--- src/rtl/hazard_ctrl_pkg.sv ---
// Shared types and constants for the hazard/stall controller.
// Register controls are {EN,CLR}: EN loads a bubble, CLR holds.
package hazard_ctrl_pkg;

  localparam int RW_DEF       = 5;
  localparam int MDIV_LAT_DEF = 8;

  typedef enum logic {
    IDLE = 1'b0,
    BUSY = 1'b1
  } mdiv_state_e;

  typedef struct packed {
    logic en;
    logic clr;
  } regctl_t;

  localparam regctl_t PASS   = '{en: 1'b0, clr: 1'b0};
  localparam regctl_t HOLD   = '{en: 1'b0, clr: 1'b1};
  localparam regctl_t BUBBLE = '{en: 1'b1, clr: 1'b0};

endpackage

--- src/rtl/hazard_ctrl_mdiv_tracker.sv ---
// Multiply/divide occupancy tracker: IDLE/BUSY FSM with a
// down-counter covering MDIV_LAT busy cycles per operation.
module mdiv_tracker
  import hazard_ctrl_pkg::*;
#(
  parameter int MDIV_LAT = MDIV_LAT_DEF
) (
  input  logic CLK,
  input  logic RST_N,
  input  logic start,
  output logic busy,
  output logic done
);

  localparam int CNTW = $clog2(MDIV_LAT);

  mdiv_state_e     state;
  logic [CNTW-1:0] cnt;

  always_ff @(posedge CLK) begin
    if (!RST_N) begin
      state <= IDLE;
      cnt   <= '0;
    end else begin
      unique case (state)
        IDLE: begin
          if (start) begin
            state <= BUSY;
            cnt   <= CNTW'(MDIV_LAT - 1);
          end
        end
        BUSY: begin
          if (cnt == '0) begin
            state <= IDLE;
          end else begin
            cnt <= cnt - 1'b1;
          end
        end
        default: state <= IDLE;
      endcase
    end
  end

  // Reset is synchronous, so mask the still-BUSY state while RST_N is low
  assign busy = RST_N & (state == BUSY);
  assign done = busy & (cnt == '0);

endmodule

--- src/rtl/hazard_ctrl.sv ---
// Pipeline hazard/stall controller: load-use, branch flush and
// mul/div occupancy drive the pipeline register controls and PC hold.
module hazard_ctrl
  import hazard_ctrl_pkg::*;
#(
  parameter int RW       = RW_DEF,
  parameter int MDIV_LAT = MDIV_LAT_DEF,
  parameter int CW       = 16
) (
  input  logic          CLK,
  input  logic          RST_N,
  input  logic [RW-1:0] id_rs,
  input  logic [RW-1:0] id_rt,
  input  logic          id_uses_rs,
  input  logic          id_uses_rt,
  input  logic          id_mdiv_start,
  input  logic          id_mdiv_read,
  input  logic          ex_memread,
  input  logic [RW-1:0] ex_dest,
  input  logic          ex_branch_taken,
  output logic          pc_hold,
  output logic          ifid_EN,
  output logic          ifid_CLR,
  output logic          idex_EN,
  output logic          idex_CLR,
  output logic          exmem_EN,
  output logic          exmem_CLR,
  output logic          mdiv_busy,
  output logic          mdiv_done,
  output logic [CW-1:0] stall_cnt
);

  logic    load_use;
  logic    mdiv_hz;
  logic    accept;
  regctl_t ifid;
  regctl_t idex;
  regctl_t exmem;

  assign load_use = ex_memread & (ex_dest != '0) &
                    ((id_uses_rs & (id_rs == ex_dest)) |
                     (id_uses_rt & (id_rt == ex_dest)));

  assign mdiv_hz = mdiv_busy & (id_mdiv_read | id_mdiv_start);

  // A wrong-path or stalled MULT/DIV must not start the unit
  assign accept = id_mdiv_start & ~ex_branch_taken & ~load_use;

  mdiv_tracker #(
    .MDIV_LAT(MDIV_LAT)
  ) u_mdiv (
    .CLK  (CLK),
    .RST_N(RST_N),
    .start(accept),
    .busy (mdiv_busy),
    .done (mdiv_done)
  );

  always_comb begin
    ifid    = PASS;
    idex    = PASS;
    exmem   = PASS;
    pc_hold = 1'b0;
    priority case (1'b1)
      !RST_N: begin
        ifid    = BUBBLE;
        idex    = BUBBLE;
        exmem   = BUBBLE;
        pc_hold = 1'b1;
      end
      ex_branch_taken: begin
        ifid = BUBBLE;
        idex = BUBBLE;
      end
      load_use | mdiv_hz: begin
        ifid    = HOLD;
        idex    = BUBBLE;
        pc_hold = 1'b1;
      end
      default: ;
    endcase
  end

  assign ifid_EN   = ifid.en;
  assign ifid_CLR  = ifid.clr;
  assign idex_EN   = idex.en;
  assign idex_CLR  = idex.clr;
  assign exmem_EN  = exmem.en;
  assign exmem_CLR = exmem.clr;

  always_ff @(posedge CLK) begin
    if (!RST_N) begin
      stall_cnt <= '0;
    end else if (pc_hold && stall_cnt != '1) begin
      stall_cnt <= stall_cnt + 1'b1;
    end
  end

endmodule

--- config.mk ---
export PLATFORM = sky130hd
export DESIGN_NAME = hazard_ctrl
export DESIGN_NICKNAME = d
export VERILOG_FILES = /design/src/rtl/hazard_ctrl_pkg.sv /design/src/rtl/hazard_ctrl_mdiv_tracker.sv /design/src/rtl/hazard_ctrl.sv
export SDC_FILE = /design/constraint.sdc
export NUM_CORES = 1
export LEC_CHECK = 0
export BUFFER_PORTS_ARGS = -buffer_cell sky130_fd_sc_hd__buf_2
export CAP_MARGIN = 20
export CORE_MARGIN = 1
export CORE_UTILIZATION = 52
export CTS_CLUSTER_DIAMETER = 200
export DETAILED_ROUTE_END_ITERATION = 16
export PLACE_DENSITY_LB_ADDON = 0.3
export RECOVER_POWER = 100
export SLEW_MARGIN = 0
export SYNTH_ARGS = -nofsm -noshare
export SYNTH_HDL_FRONTEND = slang
export SYNTH_HIERARCHICAL = 1
export SYNTH_SLANG_ARGS = --single-unit
export TNS_END_PERCENT = 5
--- constraint.sdc ---
create_clock -name CLK -period 4.9 [get_ports CLK]
set_input_delay 0.49 -clock CLK [delete_from_list [all_inputs] [get_ports CLK]]
set_output_delay 0.49 -clock CLK [all_outputs]
set_load 0.02 [all_outputs]
* Word level (Yosys, flattened, before mapping)
Cells that the tools add are included.
** Operators by class
- $add $sub $neg :: 2
- Equal/unequal tests :: 5
- Multiplexer cells :: 16
- Bitwise logic cells :: 15
- Reductions and logical operators :: 4
** Operators by type and width (number)
- $add 16x1->16 const B :: 1
- $ne 16x16->1 const B :: 1
- $mux 2 :: 6
- $eq 5x5->1 :: 2
- $and 1x1->1 :: 9
- $mux 1 :: 6
- $mux 3 :: 2
- $pmux 3 s2 :: 1
- $reduce_bool 5->1 :: 1
- $ne 2x2->1 const B :: 2
- $logic_not 3->1 :: 1
- $not 1->1 :: 3
- $or 1x1->1 :: 3
- $sub 3x1->3 const B :: 1
- $pmux 1 s2 :: 1
- $reduce_and 2->1 :: 1
- $logic_and 1x1->1 :: 1
** Word-level totals
- Bits in registers :: 20
- Input port bits :: 23
- Output and inout port bits :: 25
- Word-level logic and storage cells :: 45

* Longest topological paths before layout
Gate-level depths: netlist of the first run.
- Depth after elaboration :: 9
- Mapped depth :: 8
- Depth with buffers taken out :: 8

* Cells and area by module
The synthesis of the first run kept the hierarchy.
** By module, submodules not included
- hazard_ctrl :: instances 1, cells each 135, area an instance 1074.8 um^2, seq. area each 320.3 um^2
- mdiv_tracker :: instances 1, cells each 23, area an instance 211.5 um^2, seq. area each 80.1 um^2

* Worst setup path before layout of the first run
Ideal clock, no wire load.
- Kind :: in2out
- Start :: input port ex_dest[1]
- End :: output port pc_hold
- Data arrival time :: 1.820 ns
- Data required time :: 4.410 ns
- Path slack :: 2.590 ns
- Stages on the path :: 7
- Path buffers :: 2
- Cells stage by stage :: or4_1 > o21ai_1 > inv_1 > a21oi_2 > buf_6 > buf_6 > o21ai_0
** Between the ends
- Longest elaborated chain between the ends :: 8
- Elaborated cells between the ends (all ways) :: 12
- Those cells by class :: eq/ne (2); mux (3); bitwise (6); reduce/logical (1)
** Ends and longest elaborated chain
- from (decl) :: line hazard_ctrl.sv:19 : input logic [RW-1:0] ex_dest,
- $eq 5x5->1, on equally long branches :: line hazard_ctrl.sv:41, hazard_ctrl.sv:42
- $and 1x1->1, on equally long branches :: line hazard_ctrl.sv:41, hazard_ctrl.sv:42
- $or 1x1->1 :: line hazard_ctrl.sv:41 : ((id_uses_rs & (id_rs == ex_dest)) |
- $and 1x1->1 (*) :: line hazard_ctrl.sv:40 : assign load_use = ex_memread & (ex_dest != '0) &
- $or 1x1->1 (*) :: line hazard_ctrl.sv:75 : load_use | mdiv_hz: begin
- $mux 1 (*) (3 in series) :: line hazard_ctrl.sv:64 : priority case (1'b1)
- to (decl) :: line hazard_ctrl.sv:21 : output logic pc_hold,
Every way passes the cells marked *; elsewhere a longest branch is shown, timed or not.

* Worst setup path in the final report of the first run
Ends and elaborated chain as after synthesis.

==> results by group, run 1 <==
Outcome
  • Outcome: complete, no violations

STA
  • Tcrit/Tclk final: 64.6%
  • RSZ-0062 raised after global routing: no
  • Slew Limit Fails: 0
  • Final setup violation count: 0
  • Final hold vios: 0
  • Final min period: 3.17 ns
  • Fmax achieved: 316 MHz
  • Worst-margin pin slew: 1.02 ns
  • Relative slew slack: 32.1%
  • Worst Clk Skew: 0.00795 ns
  • Sum of negative setup slack: 0 ns

Yosys
  • Compound-Gate Fraction of Synth Area: 18.9%
  • XOR/XNOR Fraction of Synth Area: 6.81%
  • Post-Synthesis Cells: 158
  • Post-synth top cells: 20 x dfxtp_1, 15 x nand2_1, 11 x a21oi_1
  • Count leader, synth: dfxtp_1
  • Yosys warns: 6
  • Main synth FF type: dfxtp_1
  • Top-area cell type share of the netlist area: 31.1%
  • Ys async rst share: 0%
  • Seq/Total Area, Yosys: 31.1%
  • Multiplexer share of the synthesized area: 2.33%
  • Synth cell types: 37
  • Leading area contributor after synthesis: dfxtp_1
  • Number of synthesized flops with an enable pin: 0
  • Post-Synth Simple-Gate Area: 30.0%
  • Largest family of logic cells by synthesized area: simple AND/OR/NAND/NOR gates
  • Post-Syn Area per Cell: 8.14 um2
  • Synth area leaders: dfxtp_1 31%, xnor2_1 6.8%, or4_1 5.8%, o31ai_1 4.7%, nand2_1 4.4%
  • Mapped Area: 1290 um2
  • #FFs+latches synth: 20
  • Synth Area in Adders: 2.92%

CTS
  • Post-CTS Resized: 0
  • CTS tree: yes
  • Post-CTS setup buffers: 0
  • # clock sinks: 20
  • CTS buffer count: 3
  • H-tree level count: 1
  • Skew-Pair Late Insertion Delay: 0.31 ns
  • Post-CTS Hold Fix Bufs: 0
  • Clock slew at reported path FFs: 0.11 ns
  • CTS Root Cell: clkbuf_4
  • Clock Path Buffers: 2

Route
  • Vias: 1312
  • Wire per inst: 12.9 um
  • Post-route DRC: 0
  • Initial DRC Count: 10
  • Via-to-Cell Ratio: 5.78
  • First-pass detailed-route iteration total: 4
  • Detail Route Antenna Nets: 0
  • Total wire length: 2.93 mm

Setup path
  • Arrival @ worst endpoint: 2.68 ns
  • WS Path Type: in -> out
  • Critical path fanouts, max: 30
  • CP required: 4.41 ns
  • CP endpoint kind: output port
  • Worst setup SP type: input port

Floorplan
  • Initial Utilization: 56.5%
  • Die W: 51.7 um
  • DIE AREA: 2680 um2
  • Core Box Area: 2280 um2
  • # IOs: 48
  • Cell row count: 17
  • Die H: 51.7 um

Place
  • Buffers on Ports: 45
  • RD Place Congestion: 0.870
  • Area after DPL: 1490 um2
  • Hpwl dp: 2.19 mm

Power and ir drop
  • Pleak: 0.539 nW
  • Cell Pwr Density: 216 nW/um2
  • Total power: 0.322 mW
  • Peak supply drop: 0.129 mV

GRT
  • Initial antenna violation count: 0
  • Gr ovfl total: 0
  • Largest net degree at the start of global routing: 31
  • Gr usage total: 24.1%
  • Vias in the first global route: 1096
  • First-pass GRT wire length: 4.77 mm

Flow run
  • Max-cap violations: 0

Final layout
  • Final Util: 65.4%
  • Area grow syn2layout: 15.7%
  • # diodes: 0
  • Design Area, Final: 1490 um2
  • Fraction of layout cells with a size suffix above 1: 14.6%
  • Layout Nets: 226

Min path
  • Worst Hold Class: reg -> reg
-- per-layer routing --
layer	global-route usage (%)	part of all wire (%)
met5	0	0
met4	9.91	1.4
met3	5.26	4.8
met2	40.7	50
met1	29.3	44
-- worst paths after layout --
path	endpoint	startpoint	slack, ns	cells past startpoint
max reg2reg	stall_cnt[8]	stall_cnt[0]	2.70	6
min	stall_cnt[8]	stall_cnt[8]	0.50	2
min reg2reg	stall_cnt[8]	stall_cnt[8]	0.50	2
max	pc_hold	ex_dest[1]	1.73	8
-- cell usage in the layout, fill, tap and decap left out, drive strengths merged, types with 4 or more instances in the layout --
master   n
or3      5
inv      8
or4     10
o21ai    6
nand4    7
nor3     5
clkbuf  29
nand3    8
o31ai    8
a21oi   12
buf     21
dfxtp   20
nand2   15
nand2b   4
xnor2   10
-- where the power goes --
part           leakage [nW]  total [mW]  switching, mW  internal [mW]
clock network        0.0210      0.0969         0.0515         0.0454
registers             0.162       0.169        0.00295          0.166
logic                 0.356      0.0563         0.0329         0.0234
-- layout make-up --
| class | instances | area [um2] |
|---|---|---|
| fillers | 222 | 788 |
| multi-input cells | 121 | 787 |
| flip-flops and latches | 20 | 400 |
| repair buffers | 46 | 199 |
| clock buffers | 4 | 36.3 |
| well taps | 28 | 35.0 |
| inverters | 8 | 30.0 |
-- kinds of logic after synthesis --
group           Yosys count
simple gates             67
compound gates           36
flops                    20
buf+inv                  18
xor+xnor                 10
fa+ha+maj                 3
mux                       3
other cells               1
-- through the flow --
step                std cells  worst slack [ns]  hold WS, ns
floorplan                 159              2.59        0.472
global placement          223              2.42        0.465
detailed placement        223              2.39        0.480
CTS                       227              2.39        0.499
global route              227              1.52        0.537
finish                    227              1.73        0.499
-- flip-flops by register name, summed over array words and instances (netlist names) --
name and count:
u_mdiv/state 1, u_mdiv/cnt 3, stall_cnt 16
-- critical path, stage by stage --
cell and delay (ns):
clkbuf_1 0.11, or4_1 0.51, o21ai_0 0.15, inv_1 0.07
a21oi_1 0.18, clkbuf_1 0.79, o21ai_0 0.16, clkbuf_1 0.21
Note: power is estimated with default switching activity, not from simulation.
==> run 2: changes to the inputs <==
ABC_AREA = 1   (was default)
CORE_UTILIZATION = 51   (was 52)
clock period = 3.17 ns   (was 4.9 ns; I/O delays follow)
==> run 2 against run 1 <==
- worst hold slack lost 0.078 ns
- clock power grew 55%
- synthesized cell count grew 68%
- non-clock buffer count shrank 1
- clock-buffer cell count is the same
- area after synthesis grew 16%
- critical endpoint is now stall_cnt[13]
==> results by group, run 2 <==
Floorplan
  • Initial Utilization: 54.3%
  • DIE AREA: 3160 um2
  • Die W: 56.2 um
  • Core Box Area: 2760 um2
  • Cell row count: 19
  • Die H: 56.2 um
  • # IOs: 48

Setup path
  • Worst setup SP type: flop
  • Cells along the critical path: ha_1, nand2_1, nor3_1, nand3_1, nor3_1, nor2_1, nand2_1, nand2_1, nand2_1, nor2_1
  • Reg2reg end: stall_cnt[13]
  • WS Path Type: reg -> reg
  • Crit-path most repeated cell: nand2_1
  • CP required: 3.37 ns
  • CP max stage delay: 0.62 ns
  • CP endpoint kind: flop
  • Arrival @ worst endpoint: 2.58 ns
  • Crit path max-delay family: simple AND/OR/NAND/NOR gates
  • CP bufs+invs: 0
  • Critical path fanouts, max: 7
  • CP max stage cell: nor3_1
  • Worst r2r src: stall_cnt[0]
  • R2R depth: 10
  • Flop-to-flop setup slack: 0.79 ns

Final layout
  • Most frequent cells in the layout: 89 x nand2_1, 48 x inv_1, 41 x nor2_1
  • Area of the multi-input gates: 840 um2
  • # diodes: 0
  • Most flops, register: stall_cnt
  • Layout Nets: 337
  • Fraction of layout cells with a size suffix above 1: 10.6%
  • FILL cells: 294
  • Storage cell area: 400 um2
  • Biggest regs: stall_cnt: 16 flops, u_mdiv/cnt: 3 flops, u_mdiv/state: 1 flops
  • Finished Layout Cells: 341
  • Area grow syn2layout: 13.7%
  • Max FFs per register: 16
  • Most common cell after layout, fill and taps aside: nand2_1
  • Design Area, Final: 1700 um2

Yosys
  • #FFs+latches synth: 20
  • Main synth FF type: dfxtp_1
  • Multiplexer share of the synthesized area: 0%
  • Post-synth top cells: 86 x nand2_1, 48 x inv_1, 41 x nor2_1
  • XOR/XNOR Fraction of Synth Area: 0%
  • Synth cell types: 24
  • Count leader, synth: nand2_1
  • Compound-Gate Fraction of Synth Area: 6.02%
  • Top-area cell type share of the netlist area: 26.8%
  • Number of synthesized flops with an enable pin: 0
  • Post-Synthesis Cells: 265
  • Seq/Total Area, Yosys: 26.8%
  • Synth Area in Adders: 2.51%
  • Synth area leaders: dfxtp_1 27%, nand2_1 22%, inv_1 12%, nor2_1 10%, nand3_1 8.4%
  • Ys async rst share: 0%
  • Largest family of logic cells by synthesized area: simple AND/OR/NAND/NOR gates
  • Leading area contributor after synthesis: dfxtp_1
  • Post-Syn Area per Cell: 5.65 um2
  • Mapped Area: 1500 um2
  • Yosys warns: 6
  • Post-Synth Simple-Gate Area: 49.1%

Place
  • Hpwl dp: 2.53 mm
  • RD Place Congestion: 0.825
  • Buffers on Ports: 45
  • Cells after DPL: 337
  • Area after DPL: 1730 um2

STA
  • Relative slew slack: 49.5%
  • Final setup violation count: 0
  • Worst Clk Skew: 0.00319 ns
  • Final min period: 2.38 ns
  • Slew Limit Fails: 0
  • Tcrit/Tclk final: 75.0%
  • Final hold vios: 0
  • Fmax achieved: 421 MHz
  • Sum of negative setup slack: 0 ns
  • Worst-margin pin slew: 0.751 ns
  • RSZ-0062 raised after global routing: no

CTS
  • CTS tree: yes
  • Clock Path Buffers: 2
  • # clock sinks: 20
  • Skew-Pair Late Insertion Delay: 0.30 ns
  • CTS Root Cell: clkbuf_4
  • H-tree level count: 1
  • Clock slew at reported path FFs: 0.12 ns
  • CTS buffer count: 3
  • Post-CTS Hold Fix Bufs: 0
  • Post-CTS Resized: 0
  • Post-CTS setup buffers: 0

Route
  • Initial DRC Count: 55
  • Post-route DRC: 0
  • Via-to-Cell Ratio: 4.70
  • Total wire length: 3.17 mm
  • Detail Route Antenna Nets: 0
  • First-pass detailed-route iteration total: 6
  • Vias: 1603
  • Wire per inst: 9.28 um

Power and ir drop
  • Net Sw Frac: 29.1%
  • Comb pwr share: 19.6%
  • NetSw: 0.150 mW
  • Cell Pwr Density: 303 nW/um2
  • Pint: 0.365 mW
  • Clock network power share: 29.2%
  • Seq pwr share: 51.2%
  • Peak supply drop: 0.341 mV
  • Total power: 0.515 mW
  • Pleak: 0.892 nW

GRT
  • Largest net degree at the start of global routing: 22
  • Vias in the first global route: 1460
  • Gr usage total: 22.5%
  • Gr ovfl total: 0
  • First-pass GRT wire length: 5.78 mm
  • Initial antenna violation count: 0

Outcome
  • Outcome: complete, no violations

Min path
  • Hold EP: stall_cnt[9]
  • Hold path startpoint: ex_branch_taken
  • Worst Hold Class: in -> reg
  • Hold depth: 4

Flow run
  • Max-cap violations: 0
[run 2: changes by cell type in the layout (fill, tap and decap cells not counted), moves of 6 or more]
cell     previous run  this run
a21oi_1            12         6
o31ai_1             8         0
nand3_1             8        25
nor2_1              3        41
or4_1              10         0
inv_1               8        48
nand2_1            15        89
xnor2_1            10         0
[run 2: worst register-to-register path, delay by kind of cell (launching register included)]
kind	cells	cell delay (ns)
adders and majority gates	1	0.19
and+or+nand+nor	9	1.67
DFF	1	0.42
[run 2: kinds of logic (layout without fill, tap and decap cells)]
family,Yosys count,after routing
flip-flops,20,20
adder cells (fa/ha/maj),3,3
AND/OR/NAND/NOR,170,170
AO/OA/AOI/OAI,15,15
buffers and inverters,56,100
other,1,2
[run 2: power by group through the flow]
stage | Combinational [mW] | Clock [mW] | Sequential [mW]
3_3_place_gp | 0.103 | 0 | 0.269
2_1_floorplan | 0.0738 | 0 | 0.269
4_1_cts | 0.106 | 0.154 | 0.263
6_report | 0.101 | 0.150 | 0.263
3_5_place_dp | 0.105 | 0 | 0.269
5_1_grt | 0.118 | 0.166 | 0.265
[run 2: metal layers]
layer / part of all wire, % / global-route usage, % / vias up
li1: - / - / 894
met1: 47 / 28.6 / 661
met2: 46 / 37.8 / 44
met3: 5.6 / 4.88 / 4
met4: 0.92 / 7.32 / 0
met5: 0 / 0 / -
[run 2: worst max path at each step]
stage,from,to,cells past startpoint
6_report,stall_cnt[0],stall_cnt[13],10
4_1_cts,u_mdiv/state,pc_hold,7
3_3_place_gp,RST_N,pc_hold,8
2_1_floorplan,stall_cnt[0],stall_cnt[13],10
3_5_place_dp,RST_N,stall_cnt[11],8
5_1_grt,stall_cnt[0],stall_cnt[7],10
[run 2: per-stage QoR]
stage / setup slack, ns / utilization, % / hold slack (ns)
floorplan: 1.45 / - / 0.452
global placement: 1.33 / 62.6 / 0.470
detailed placement: 1.25 / 62.6 / 0.475
CTS: 1.14 / 63.9 / 0.368
global route: 0.489 / 61.7 / 0.441
finish: 0.794 / 61.7 / 0.421
[run 2: cell type report]
class | count | share of cell area [%]
Tap cell | 31 | 2.28
Sequential cell | 20 | 23.5
Inverter | 51 | 11.3
Clock buffer | 4 | 2.13
Timing Repair Buffer | 45 | 11.5
Multi-Input combinational cell | 190 | 49.3
